$ cat src/rtl/alu_seq_param_if.sv
// Operand/result bundle between the control unit (master) and the sequential ALU (slave).
// Master drives IN_VALID/operands/SELECT; the ALU returns IN_READY, the result and the flags.
interface alu_seq_param_if #(parameter int WIDTH = 8);
    logic             IN_VALID;
    logic             IN_READY;
    logic [WIDTH-1:0] DATA1;
    logic [WIDTH-1:0] DATA2;
    logic [2:0]       SELECT;
    logic             OUT_VALID;
    logic [WIDTH-1:0] RESULT;
    logic             ZERO;
    logic             CARRY;
    logic             ILLEGAL;

    modport master (
        output IN_VALID, DATA1, DATA2, SELECT,
        input  IN_READY, OUT_VALID, RESULT, ZERO, CARRY, ILLEGAL
    );

    modport slave (
        input  IN_VALID, DATA1, DATA2, SELECT,
        output IN_READY, OUT_VALID, RESULT, ZERO, CARRY, ILLEGAL
    );
endinterface

$ cat src/rtl/alu_seq_param.sv
// Sequential ALU: FWD/ADD/AND/OR/SUB, bit-serial SLL/SRA, shift-add MUL (built only with ALU_SEQ_MUL_EN).
// Latency 2 cycles (shifts 2+n, MUL 1+WIDTH) from accept edge to the OUT_VALID pulse.
// IN_READY is high only in IDLE; IN_VALID while busy is dropped, never queued.
module alu_seq_param #(
    parameter int WIDTH   = 8,
    parameter int SHAMT_W = 3
) (
    input logic         CLK,
    input logic         RESET,
    alu_seq_param_if.slave alu
);
    typedef enum logic [1:0] {IDLE, EXEC, DONE} state_t;

    localparam logic [2:0] OP_FWD = 3'b000;
    localparam logic [2:0] OP_ADD = 3'b001;
    localparam logic [2:0] OP_AND = 3'b010;
    localparam logic [2:0] OP_OR  = 3'b011;
    localparam logic [2:0] OP_SUB = 3'b100;
    localparam logic [2:0] OP_SLL = 3'b101;
    localparam logic [2:0] OP_SRA = 3'b110;
    localparam logic [2:0] OP_MUL = 3'b111;

    state_t             state;
    logic               ready_q;
    logic               out_vld_q;
    logic [WIDTH-1:0]   result_q;
    logic               zero_q;
    logic               carry_q;
    logic               illegal_q;
    logic [WIDTH-1:0]   a_q;
    logic [WIDTH-1:0]   b_q;
    logic [2:0]         op_q;
    logic [SHAMT_W-1:0] cnt_q;

    logic [WIDTH-1:0]   res_nxt;
    logic               carry_nxt;
    logic               illegal_nxt;
    logic [WIDTH:0]     sum;
    logic [WIDTH:0]     diff;

`ifdef ALU_SEQ_MUL_EN
    localparam logic [SHAMT_W-1:0] MUL_STEPS = SHAMT_W'(WIDTH - 1);
    logic [2*WIDTH-1:0] acc_q;
    logic [2*WIDTH-1:0] mcand_q;
    logic [2*WIDTH-1:0] prod_nxt;

    // b_q doubles as the multiplier and shifts right one bit per step.
    assign prod_nxt = acc_q + (b_q[0] ? mcand_q : '0);
`endif

    assign sum  = {1'b0, a_q} + {1'b0, b_q};
    assign diff = {1'b0, a_q} - {1'b0, b_q};

    always_comb begin
        res_nxt     = '0;
        carry_nxt   = 1'b0;
        illegal_nxt = 1'b0;
        case (op_q)
            OP_FWD: res_nxt = b_q;
            OP_ADD: {carry_nxt, res_nxt} = sum;
            OP_AND: res_nxt = a_q & b_q;
            OP_OR:  res_nxt = a_q | b_q;
            OP_SUB: begin
                res_nxt   = diff[WIDTH-1:0];
                carry_nxt = ~diff[WIDTH];
            end
            OP_SLL: res_nxt = a_q;
            OP_SRA: res_nxt = a_q;
            OP_MUL: begin
`ifdef ALU_SEQ_MUL_EN
                res_nxt   = prod_nxt[WIDTH-1:0];
                carry_nxt = |prod_nxt[2*WIDTH-1:WIDTH];
`else
                illegal_nxt = 1'b1;
`endif
            end
            default: res_nxt = '0;
        endcase
    end

    always_ff @(posedge CLK) begin
        if (RESET) begin
            state     <= IDLE;
            ready_q   <= 1'b1;
            out_vld_q <= 1'b0;
            result_q  <= '0;
            zero_q    <= 1'b0;
            carry_q   <= 1'b0;
            illegal_q <= 1'b0;
            a_q       <= '0;
            b_q       <= '0;
            op_q      <= OP_FWD;
            cnt_q     <= '0;
`ifdef ALU_SEQ_MUL_EN
            acc_q     <= '0;
            mcand_q   <= '0;
`endif
        end else begin
            out_vld_q <= 1'b0;
            case (state)
                IDLE: begin
                    if (alu.IN_VALID) begin
                        a_q     <= alu.DATA1;
                        b_q     <= alu.DATA2;
                        op_q    <= alu.SELECT;
                        state   <= EXEC;
                        ready_q <= 1'b0;
                        if (alu.SELECT == OP_SLL || alu.SELECT == OP_SRA)
                            cnt_q <= alu.DATA2[SHAMT_W-1:0];
`ifdef ALU_SEQ_MUL_EN
                        else if (alu.SELECT == OP_MUL)
                            cnt_q <= MUL_STEPS;
`endif
                        else
                            cnt_q <= '0;
`ifdef ALU_SEQ_MUL_EN
                        acc_q   <= '0;
                        mcand_q <= {{WIDTH{1'b0}}, alu.DATA1};
`endif
                    end
                end
                EXEC: begin
`ifdef ALU_SEQ_MUL_EN
                    // MUL steps on every EXEC cycle, including the last one.
                    if (op_q == OP_MUL) begin
                        acc_q   <= prod_nxt;
                        mcand_q <= mcand_q << 1;
                        b_q     <= b_q >> 1;
                    end
`endif
                    if (cnt_q == '0) begin
                        state     <= DONE;
                        out_vld_q <= 1'b1;
                        result_q  <= res_nxt;
                        zero_q    <= (res_nxt == '0);
                        carry_q   <= carry_nxt;
                        illegal_q <= illegal_nxt;
                    end else begin
                        cnt_q <= cnt_q - 1'b1;
                        if (op_q == OP_SLL)
                            a_q <= a_q << 1;
                        else if (op_q == OP_SRA)
                            a_q <= {a_q[WIDTH-1], a_q[WIDTH-1:1]};
                    end
                end
                DONE: begin
                    state   <= IDLE;
                    ready_q <= 1'b1;
                end
                default: begin
                    state   <= IDLE;
                    ready_q <= 1'b1;
                end
            endcase
        end
    end

    assign alu.IN_READY  = ready_q;
    assign alu.OUT_VALID = out_vld_q;
    assign alu.RESULT    = result_q;
    assign alu.ZERO      = zero_q;
    assign alu.CARRY     = carry_q;
    assign alu.ILLEGAL   = illegal_q;
endmodule

$ cat src/flat_wrapper.sv
// flat-port wrapper written by rule: the top's interface ports become plain ports
module alu_seq_param_flat 
#(
    parameter int WIDTH   = 8,
    parameter int SHAMT_W = 3
)
  (CLK, RESET, alu_IN_VALID, alu_DATA1, alu_DATA2, alu_SELECT, alu_IN_READY, alu_OUT_VALID, alu_RESULT, alu_ZERO, alu_CARRY, alu_ILLEGAL);
  alu_seq_param_if #(.WIDTH(WIDTH)) alu_i ();
  input logic CLK;
  input logic RESET;
  input wire logic [$bits(alu_i.IN_VALID)-1:0] alu_IN_VALID;
  input wire logic [$bits(alu_i.DATA1)-1:0] alu_DATA1;
  input wire logic [$bits(alu_i.DATA2)-1:0] alu_DATA2;
  input wire logic [$bits(alu_i.SELECT)-1:0] alu_SELECT;
  output wire logic [$bits(alu_i.IN_READY)-1:0] alu_IN_READY;
  output wire logic [$bits(alu_i.OUT_VALID)-1:0] alu_OUT_VALID;
  output wire logic [$bits(alu_i.RESULT)-1:0] alu_RESULT;
  output wire logic [$bits(alu_i.ZERO)-1:0] alu_ZERO;
  output wire logic [$bits(alu_i.CARRY)-1:0] alu_CARRY;
  output wire logic [$bits(alu_i.ILLEGAL)-1:0] alu_ILLEGAL;
  assign alu_i.IN_VALID = alu_IN_VALID;
  assign alu_i.DATA1 = alu_DATA1;
  assign alu_i.DATA2 = alu_DATA2;
  assign alu_i.SELECT = alu_SELECT;
  assign alu_IN_READY = alu_i.IN_READY;
  assign alu_OUT_VALID = alu_i.OUT_VALID;
  assign alu_RESULT = alu_i.RESULT;
  assign alu_ZERO = alu_i.ZERO;
  assign alu_CARRY = alu_i.CARRY;
  assign alu_ILLEGAL = alu_i.ILLEGAL;
  alu_seq_param #(.WIDTH(WIDTH), .SHAMT_W(SHAMT_W)) u_core (.CLK(CLK), .RESET(RESET), .alu(alu_i));
endmodule
$ cat config.mk
export PLATFORM = sky130hd
export DESIGN_NAME = alu_seq_param_flat
export DESIGN_NICKNAME = d
export VERILOG_FILES = /design/src/rtl/alu_seq_param_if.sv /design/src/rtl/alu_seq_param.sv /design/src/flat_wrapper.sv
export SDC_FILE = /design/constraint.sdc
export NUM_CORES = 1
export LEC_CHECK = 0
export CAP_MARGIN = 40
export CORE_ASPECT_RATIO = 0.75
export CORE_MARGIN = 2
export CORE_UTILIZATION = 40
export DETAILED_ROUTE_END_ITERATION = 6
export GPL_TIMING_DRIVEN = 0
export SYNTH_ARGS = -nofsm -noshare
export SYNTH_HDL_FRONTEND = slang
export SYNTH_SLANG_ARGS = --single-unit
$ cat constraint.sdc
create_clock -name CLK -period 3.2 [get_ports CLK]
set_input_delay 0.64 -clock CLK [delete_from_list [all_inputs] [get_ports CLK]]
set_output_delay 0.64 -clock CLK [all_outputs]
set_load 0.005 [all_outputs]
# Yosys cells after proc, flatten, opt, wreduce, memory -nomap -nowiden
# Cells that the tools add are included.
# op_classes
add_sub_neg	3
eq_ne	15
mux	18
n_bitwise	4
reduce_logical	15
# op_table
cell	count
8-bit case mux with 6 select lines	1
8-bit two-way mux	3
3-bit equality test, second input constant	6
8-bit case mux with 2 select lines	1
8-bit by 8-bit adder with 9-bit output	1
3-bit two-way mux	3
8-bit by 8-bit subtractor with 9-bit output	1
8-bit AND	1
8-bit logical NOT	1
8-bit bitwise OR	1
2-bit AND reduction	4
4-bit AND reduction	2
7-bit two-way mux	1
3-bit by 2-bit equality test with 1-bit output, second input constant	2
3-bit logical NOT	2
3-bit case mux with 2 select lines	1
2-bit two-way mux	2
2-bit by 1-bit != test with 1-bit output, second input constant	2
2-bit != test, second input constant	2
1-bit case mux with 2 select lines	2
2-bit case mux with 2 select lines	1
2-bit OR reduction	2
3-bit by 1-bit equality test with 1-bit output, second input constant	1
1-bit two-way mux	3
other kinds (8)	9
# word_totals
regBits	37
inputBits	22
out_inout_bits	13
elab_cells	67

# Depth between registers and ports, before layout
# Gate-level depths: netlist of the first run.
# depth
depth_word	5
mapped_depth	9
depth_no_buf	9

# Worst setup path before layout of the first run
# No wires, ideal clock.
# synth_timing
kind	register to register
from	register u_core.a_q[0]
to	register u_core.zero_q, in the netlist u_core.alu.ZERO
setup_ps	69
t_arrival_ps	2255
required_time_ps	3131
setup_slack_ps	876
stages_incl_launch_ff	10
n_path_buf	0
period_less_slack_ps	2324
path_cell_list	dfxtp_1 -> inv_1 -> ha_1 -> fa_1 -> xor2_1 -> mux4_2 -> a2bb2oi_1 -> a211oi_1 -> o2111ai_1 -> o21ai_1
# synth_via
elab_chain_len	3
# synth_rtl
item	line_no	text
start, declared	alu_seq_param.sv:30	logic [WIDTH-1:0] a_q;
start signal, assigned	alu_seq_param.sv:103	a_q <= alu.DATA1;
start signal, assigned	alu_seq_param.sv:141	a_q <= a_q << 1;
start signal, assigned	alu_seq_param.sv:143	a_q <= {a_q[WIDTH-1], a_q[WIDTH-1:1]};
8-bit by 8-bit subtractor with 9-bit output (tied with other cells)	alu_seq_param.sv:52	assign diff = {1'b0, a_q} - {1'b0, b_q};
8-bit case mux with 6 select lines *	alu_seq_param.sv:58	case (op_q)
8-bit logical NOT *	alu_seq_param.sv:135	zero_q <= (res_nxt == '0);
end signal, assigned	alu_seq_param.sv:135	
end, declared	alu_seq_param.sv:27	logic zero_q;
# Mark *: on every way between the ends. The rest lies on a longest branch, timed or not.
# A chain may end at the register's enable or synchronous reset.

# Final worst setup path of the first run
# layout_timing
from	register u_core.a_q[4]
to	register u_core.zero_q, in the netlist u_core.alu.ZERO
# The elaborated chain is that of the path after synthesis.

==> results of run 1 <==
## logic make-up (layout without fill, tap and decap cells)
| logic type | count (synthesis) | count (layout) | share of synthesized area [%] |
|---|---|---|---|
| muxes | 11 | 11 | 4.09 |
| AOI/OAI and AO/OA | 121 | 121 | 27.9 |
| xor gates and xnor gates | 6 | 6 | 1.75 |
| adders and majority gates | 28 | 28 | 12.2 |
| and+or+nand+nor | 136 | 136 | 21.8 |
| DFF | 37 | 37 | 24.7 |
| buffers and inverters | 53 | 94 | 7.56 |
## per-layer routing
| layer | global-route usage [%] | wire, um |
|---|---|---|
| met5 | 0 | 0 |
| met2 | 33.5 | 3810 |
| met3 | 3.28 | 569 |
| met1 | 31.9 | 4260 |
| met4 | 5.68 | 99 |
## placed cells by master, fill, tap and decap left out, drive strengths merged, types with 3 or more instances in the layout
cell type | netlist | layout
nand3 | 5 | 5
o21bai | 4 | 4
and3 | 3 | 3
and2 | 3 | 3
a211o | 4 | 4
dfxtp | 37 | 37
o221ai | 4 | 4
a221oi | 6 | 6
buf | 14 | 14
nor2 | 42 | 42
o21a | 3 | 3
nand2b | 10 | 10
inv | 26 | 26
a21oi | 31 | 31
nor2b | 5 | 5
a31oi | 7 | 7
a221o | 3 | 3
a21o | 5 | 5
a311oi | 4 | 4
clkdlybuf4s50 | 0 | 33
ha | 26 | 26
a211oi | 10 | 10
xor2 | 5 | 5
o211ai | 3 | 3
nor3 | 5 | 5
mux2i | 10 | 10
nand2 | 47 | 47
o21ai | 19 | 19
a22oi | 3 | 3
clkbuf | 13 | 18
## where the power goes
part	total, uW	internal [uW]	leakage, uW	switching (uW)
Combinational	740	318	0.00107	422
Clock	496	310	0.0000681	186
Sequential	589	520	0.000303	69.0
## how the worst max path moves through the flow
| stage | startpoint | depth (start not counted) | slack (ps) | end |
|---|---|---|---|---|
| floorplan | u_core.a_q[0] | 9 | 880 | u_core.alu.ZERO |
| global placement | u_core.a_q[0] | 9 | 590 | u_core.alu.ZERO |
| detailed placement | u_core.a_q[0] | 9 | 580 | u_core.alu.ZERO |
| CTS | u_core.a_q[0] | 9 | 530 | u_core.alu.ZERO |
| global route | u_core.a_q[4] | 8 | 380 | u_core.alu.ZERO |
| finish | u_core.a_q[4] | 8 | 550 | u_core.alu.ZERO |
## critical path: cells and delay by family (launching register included)
family | cells | cell delay, ps
AO/OA/AOI/OAI | 3 | 970
flip-flops | 1 | 510
buffers and inverters | 2 | 480
adder cells (fa/ha/maj) | 1 | 390
AND/OR/NAND/NOR | 2 | 240
## area by class of cell
cell class | instances | area, um^2 | area share (%)
sequential | 37 | 741 | 20.6
multi-input combinational | 302 | 2030 | 56.6
clock buffer | 5 | 68.8 | 1.92
inverter | 26 | 97.6 | 2.72
timing repair buffer | 33 | 330 | 9.21
buffer | 27 | 129 | 3.59
clock inverter | 3 | 65.1 | 1.81
tap | 101 | 126 | 3.52
## synth_stat cells (all sizes together), types with 4 or more instances
| cell type | number | area [um^2] |
|---|---|---|
| o21ai | 19 | 95.1 |
| xor2 | 5 | 43.8 |
| a31oi | 7 | 43.8 |
| nand3 | 5 | 25.0 |
| clkbuf | 13 | 48.8 |
| a21o | 5 | 37.5 |
| mux2i | 10 | 100 |
| inv | 26 | 97.6 |
| a211o | 4 | 35.0 |
| nand2b | 10 | 62.6 |
| nor3 | 5 | 25.0 |
| o21bai | 4 | 30.0 |
| a311oi | 4 | 35.0 |
| nor2 | 42 | 160 |
| o221ai | 4 | 35.0 |
| ha | 26 | 325 |
| a211oi | 10 | 75.1 |
| a221oi | 6 | 58.8 |
| dfxtp | 37 | 741 |
| nand2 | 47 | 176 |
| buf | 14 | 80.1 |
| nor2b | 5 | 31.3 |
| a21oi | 31 | 155 |
## through the flow
step	total power (uW)	hold WS, ps	cells
after floorplan	1090	448	392
after global placement	1320	446	526
after detailed placement	1330	450	526
after CTS	1830	462	534
after global routing	1950	490	534
final	1830	459	534
## registers in the layout (all words and copies together), names as in the netlist, 2 cells and up
register           count
u_core.cnt_q           3
u_core.alu.RESULT      8
u_core.b_q             8
u_core.op_q            3
u_core.a_q             8
u_core.state           2
==> results by group, run 1 <==
Floorplanning
  • Die ar.: 8210 um^2
  • Die width: 104 um
  • Starting Density: 41.1%
  • I/O Pins: 35
  • Die Span Y: 79.0 um
  • Core Region: 7300 um^2
  • Rows: 27

Placed design
  • Port bufs: 33
  • DP HPWL: 6750 um
  • Place WS: 583 ps
  • GPL Wtd Cong: 0.856
  • Post-Place Cell Area: 3450 um^2

Detailed routing
  • Remaining antenna violation count after routing: 0
  • Routed len/inst: 16.4 um
  • Via/cell ratio: 5.61
  • Routed via count: 2998
  • DRC violations left: 0
  • Pre-Repair DR Iteration Count: 4
  • Initial drt markers: 210
  • DRT Wirelength: 8730 um

Timing
  • Worst-margin pin slew: 634 ps
  • Fin crit period: 2650 ps
  • Clk_skew: 5.79 ps
  • Fmax: 378 MHz
  • Hold Fails Final Rpt: 0
  • Slew Limit Fails: 0
  • Slew Limit Headroom: 57.1%
  • Final setup violation count: 0
  • Fin Setup TNS: 0 ps
  • Crit share post-route: 82.7%
  • Setup ws final: 553 ps
  • Unrepaired setup endpoints after global routing: no

Yosys
  • Synth cell types: 62
  • Syn Inst Count: 392
  • Register area share after synthesis: 24.7%
  • Post-synth net total: 442
  • Synthesized flop and latch total: 37
  • Mapped cell area: 3000 um^2
  • Mapped Avg Cell Area: 7.64 um^2
  • Main synth FF type: dfxtp_1
  • EDFF count, synth: 0
  • Yosys warns: 0
  • Async SR Flop Fraction: 0%

Clock network
  • CTS resizes: 0
  • Postcts setup bufs: 0
  • TritonCTS clock tree: yes
  • H-tree Lvls: 2
  • CTS max path bufs: 2
  • CTS Root Cell: clkbuf_8
  • CTS Buf Count: 5
  • Clock sinks: 37
  • Clock latency on the worst-skew pair: 300 ps
  • Hold buffer count at CTS: 0
  • Clock-pin slew on the worst setup and hold paths: 80 ps

Critical path
  • R2r worst-path depth: 8
  • Crit. End Element: flop
  • FF-to-FF setup slack: 550 ps
  • Critical path type: flop to flop
  • Slowest cell on the critical path: dfxtp_1
  • CP max FO: 10
  • Critical-path cell list: inv_1, ha_1, clkbuf_1, a21boi_0, nor4_1, o32ai_1, nand4_1, o21ai_1
  • CP required: 3430 ps
  • R2R Path End: u_core.alu.ZERO
  • Slowest Stage Delay on Critical Path: 510 ps
  • WP data arrival: 2880 ps
  • Worst R2R Start: u_core.a_q[4]
  • Crit path launch type: flop

Final layout
  • Fin area: 3590 um^2
  • Layout cells sized above 1: 6.70%
  • Core Util, Final: 49.2%
  • Fill cells: 724
  • Area grow syn2layout: 19.7%
  • ANT cells: 0
  • Final net count: 482

Global routing
  • Via count of the first global-routing pass: 2730
  • Total track usage: 21.8%
  • Global-route wire length before repair: 14200 um
  • Antenna violations before repair: 0
  • Aggregate global routing overflow: 0
  • Largest net degree at the start of global routing: 13

Min path
  • Hold path cells: 2
  • HP Start: u_core.alu.RESULT[2]
  • Min-Delay Endpoint: u_core.alu.RESULT[2]
  • Hold Path Class: flop to flop

Run
  • Maxcap violations: 0

Pwr
  • Maximum VDD drop: 0.000244 V
  • Power density over the cells: 509 nW/um^2
  • Leakage: 0.00144 uW

Run status
  • Status: completed
No activity file was read; power rests on OpenSTA's default activity.
==> inputs of run 2 (changes only) <==
clock period = 2.27 ns   (was 3.2 ns; I/O delays follow)
==> results by group, run 2 (synthesis results as in run 1) <==
Critical path
  • CP max FO: 4 (was 10)
  • Critical path type: flop to flop (unchanged)
  • CP Launch Point: u_core.b_q[0] (was u_core.a_q[4])
  • Buf/Inv on CP: 0 (was 2)
  • CP required: 2500 ps (was 3430 ps)
  • Delay-heaviest family, CP: compound AO/OA/AOI/OAI gates (unchanged)
  • End point of the critical path: u_core.alu.ZERO (unchanged)
  • Crit path launch type: flop (unchanged)
  • R2r worst-path depth: 8 (unchanged)
  • WP data arrival: 2520 ps (was 2880 ps)
  • Critical-path cell list: ha_2, fa_2, xor2_1, mux4_2, a2bb2oi_2, a211oi_2, o2111ai_1, o21ai_1 (was inv_1, ha_1, clkbuf_1, a21boi_0, nor4_1, o32ai_1, nand4_1, o21ai_1)
  • Slowest Stage Delay on Critical Path: 480 ps (was 510 ps)
  • FF-to-FF setup slack: -20 ps (was 550 ps)
  • Critical Path Stages: 8 (unchanged)
  • Worst R2R Start: u_core.b_q[0] (was u_core.a_q[4])
  • Slowest cell on the critical path: mux4_2 (was dfxtp_1)
  • R2R Path End: u_core.alu.ZERO (unchanged)
  • Crit. End Element: flop (unchanged)

Global routing
  • Antenna violations before repair: 0 (unchanged)
  • Total track usage: 21.4% (was 21.8%)
  • Via count of the first global-routing pass: 2628 (was 2730)
  • Aggregate global routing overflow: 0 (unchanged)
  • Global-route wire length before repair: 14000 um (was 14200 um)
  • Largest net degree at the start of global routing: 14 (was 13)

Final layout
  • Fill cells: 725 (was 724)
  • Area grow syn2layout: 25.1% (was 19.7%)
  • Layout cells sized above 1: 14.0% (was 6.70%)
  • Core Util, Final: 51.4% (was 49.2%)
  • Register Area: 763 um^2 (was 741 um^2)
  • Commonest cells after routing, fill and taps aside: nand2_1 (47), nor2_1 (41), clkdlybuf4s50_1 (33) (was nand2_1 (47), nor2_1 (41), dfxtp_1 (37))
  • Most common cell after layout, fill and taps aside: nand2_1 (unchanged)
  • Final net count: 485 (was 482)
  • ANT cells: 0 (unchanged)
  • Multi-input gate area: 2140 um^2 (was 2030 um^2)
  • Fin area: 3750 um^2 (was 3590 um^2)

Timing
  • WHS: 453 ps (was 459 ps)
  • Fmax: 437 MHz (was 378 MHz)
  • Setup ws final: -20.0 ps (was 553 ps)
  • Worst-margin pin slew: 620 ps (was 634 ps)
  • Hold Fails Final Rpt: 0 (unchanged)
  • Slew Limit Headroom: 58.5% (was 57.1%)
  • Final setup violation count: 1 (was 0)
  • Fin Setup TNS: -20.0 ps (was 0 ps)
  • Fin crit period: 2290 ps (was 2650 ps)
  • Slew Limit Fails: 0 (unchanged)
  • Clk_skew: 6.81 ps (was 5.79 ps)
  • Unrepaired setup endpoints after global routing: yes (was no)
  • Crit share post-route: 101% (was 82.7%)

Run
  • Maxcap violations: 0 (unchanged)

Run status
  • Status: complete, but fails checks (was completed)
  • Violated checks: setup timing

Detailed routing
  • DRT Wirelength: 8620 um (was 8730 um)
  • Initial drt markers: 162 (was 210)
  • Pre-Repair DR Iteration Count: 4 (unchanged)
  • Via/cell ratio: 5.54 (was 5.61)
  • Routed len/inst: 16.1 um (was 16.4 um)
  • Routed via count: 2974 (was 2998)
  • Remaining antenna violation count after routing: 0 (unchanged)
  • DRC violations left: 0 (unchanged)

Placed design
  • Port bufs: 33 (unchanged)
  • Post-Place Cell Area: 3460 um^2 (was 3450 um^2)
  • GPL Wtd Cong: 0.856 (about the same)
  • DP HPWL: 6570 um (was 6750 um)

Clock network
  • CTS max path bufs: 2 (unchanged)
  • Clock sinks: 37 (unchanged)
  • Clock latency on the worst-skew pair: 290 ps (was 300 ps)
  • TritonCTS clock tree: yes (unchanged)
  • CTS Buf Count: 5 (unchanged)
  • CTS Root Cell: clkbuf_8 (unchanged)
  • Clock-pin slew on the worst setup and hold paths: 80 ps (about the same)
  • H-tree Lvls: 2 (unchanged)

Pwr
  • Maximum VDD drop: 0.000303 V (was 0.000244 V)
  • Leakage: 0.00148 uW (was 0.00144 uW)
  • Power density over the cells: 711 nW/um^2 (was 509 nW/um^2)

Floorplanning
  • Die Span Y: 79.0 um (unchanged)
  • Die width: 104 um (unchanged)
  • Die ar.: 8210 um^2 (unchanged)
  • Core Region: 7300 um^2 (unchanged)
  • I/O Pins: 35 (unchanged)
  • Rows: 27 (unchanged)
  • Starting Density: 41.1% (unchanged)

Min path
  • Hold Path Class: flop to flop (unchanged)
-- run 2: worst reg2reg max path, cell delays in order, from the launching register on --
cell       delay (ps)
dfxtp_2           360
ha_2              220
fa_2              380
xor2_1            170
mux4_2            480
a2bb2oi_2         180
a211oi_2          170
o2111ai_1         130
o21ai_1           130
-- run 2: where the power goes --
part,switching (uW),internal (uW),leakage [uW]
registers,95.7,739,0.000309
clock network,268,443,0.0000687
logic,629,492,0.00110
total,992,1670,0.00148
-- run 2: area by class of cell --
class | instances | share of cell area (%)
Multi-Input combinational cell | 302 | 57.0
Sequential cell | 37 | 20.4
Timing Repair Buffer | 36 | 9.41
Buffer | 27 | 3.57
Tap cell | 101 | 3.37
Inverter | 26 | 2.60
Clock buffer | 5 | 1.84
Clock inverter | 3 | 1.84
-- run 2: timing repair --
action                                  CTS  global route
resized for setup                        26            14
cloned                                    0             0
hold buffers                              0             0
buffers inserted                          2             1
pin swaps                                 3             5
endpoints found under the setup margin    7             6
-- run 2: worst min-delay path by stage --
stage,startpoint,cells after the start,endpoint,slack (ps)
global route,u_core.alu.ILLEGAL,2,u_core.alu.ILLEGAL,500
global placement,u_core.alu.ILLEGAL,2,u_core.alu.ILLEGAL,450
floorplan,u_core.alu.ILLEGAL,2,u_core.alu.ILLEGAL,450
finish,u_core.alu.RESULT[2],2,u_core.alu.RESULT[2],450
detailed placement,u_core.alu.RESULT[2],2,u_core.alu.RESULT[2],450
CTS,u_core.alu.RESULT[2],2,u_core.alu.RESULT[2],460
-- run 2: per-stage QoR --
stage / cells / total power, uW / setup WS (ps)
2_1_floorplan: 392 / 1540 / 22.7
3_3_place_gp: 526 / 1860 / -276
3_5_place_dp: 526 / 1870 / -294
4_1_cts: 536 / 2650 / -14.9
5_1_grt: 537 / 2850 / -125
6_report: 537 / 2670 / -20.0
-- run 2: layer usage --
metal,wire [um],vias up,GRT usage [%],part of all wire [%]
met5,0,-,0,0
met4,70,0,4.05,0.81
met3,386,10,3.61,4.5
met2,3730,78,32.9,43
met1,4440,1402,31.7,51
li1,-,1484,-,-
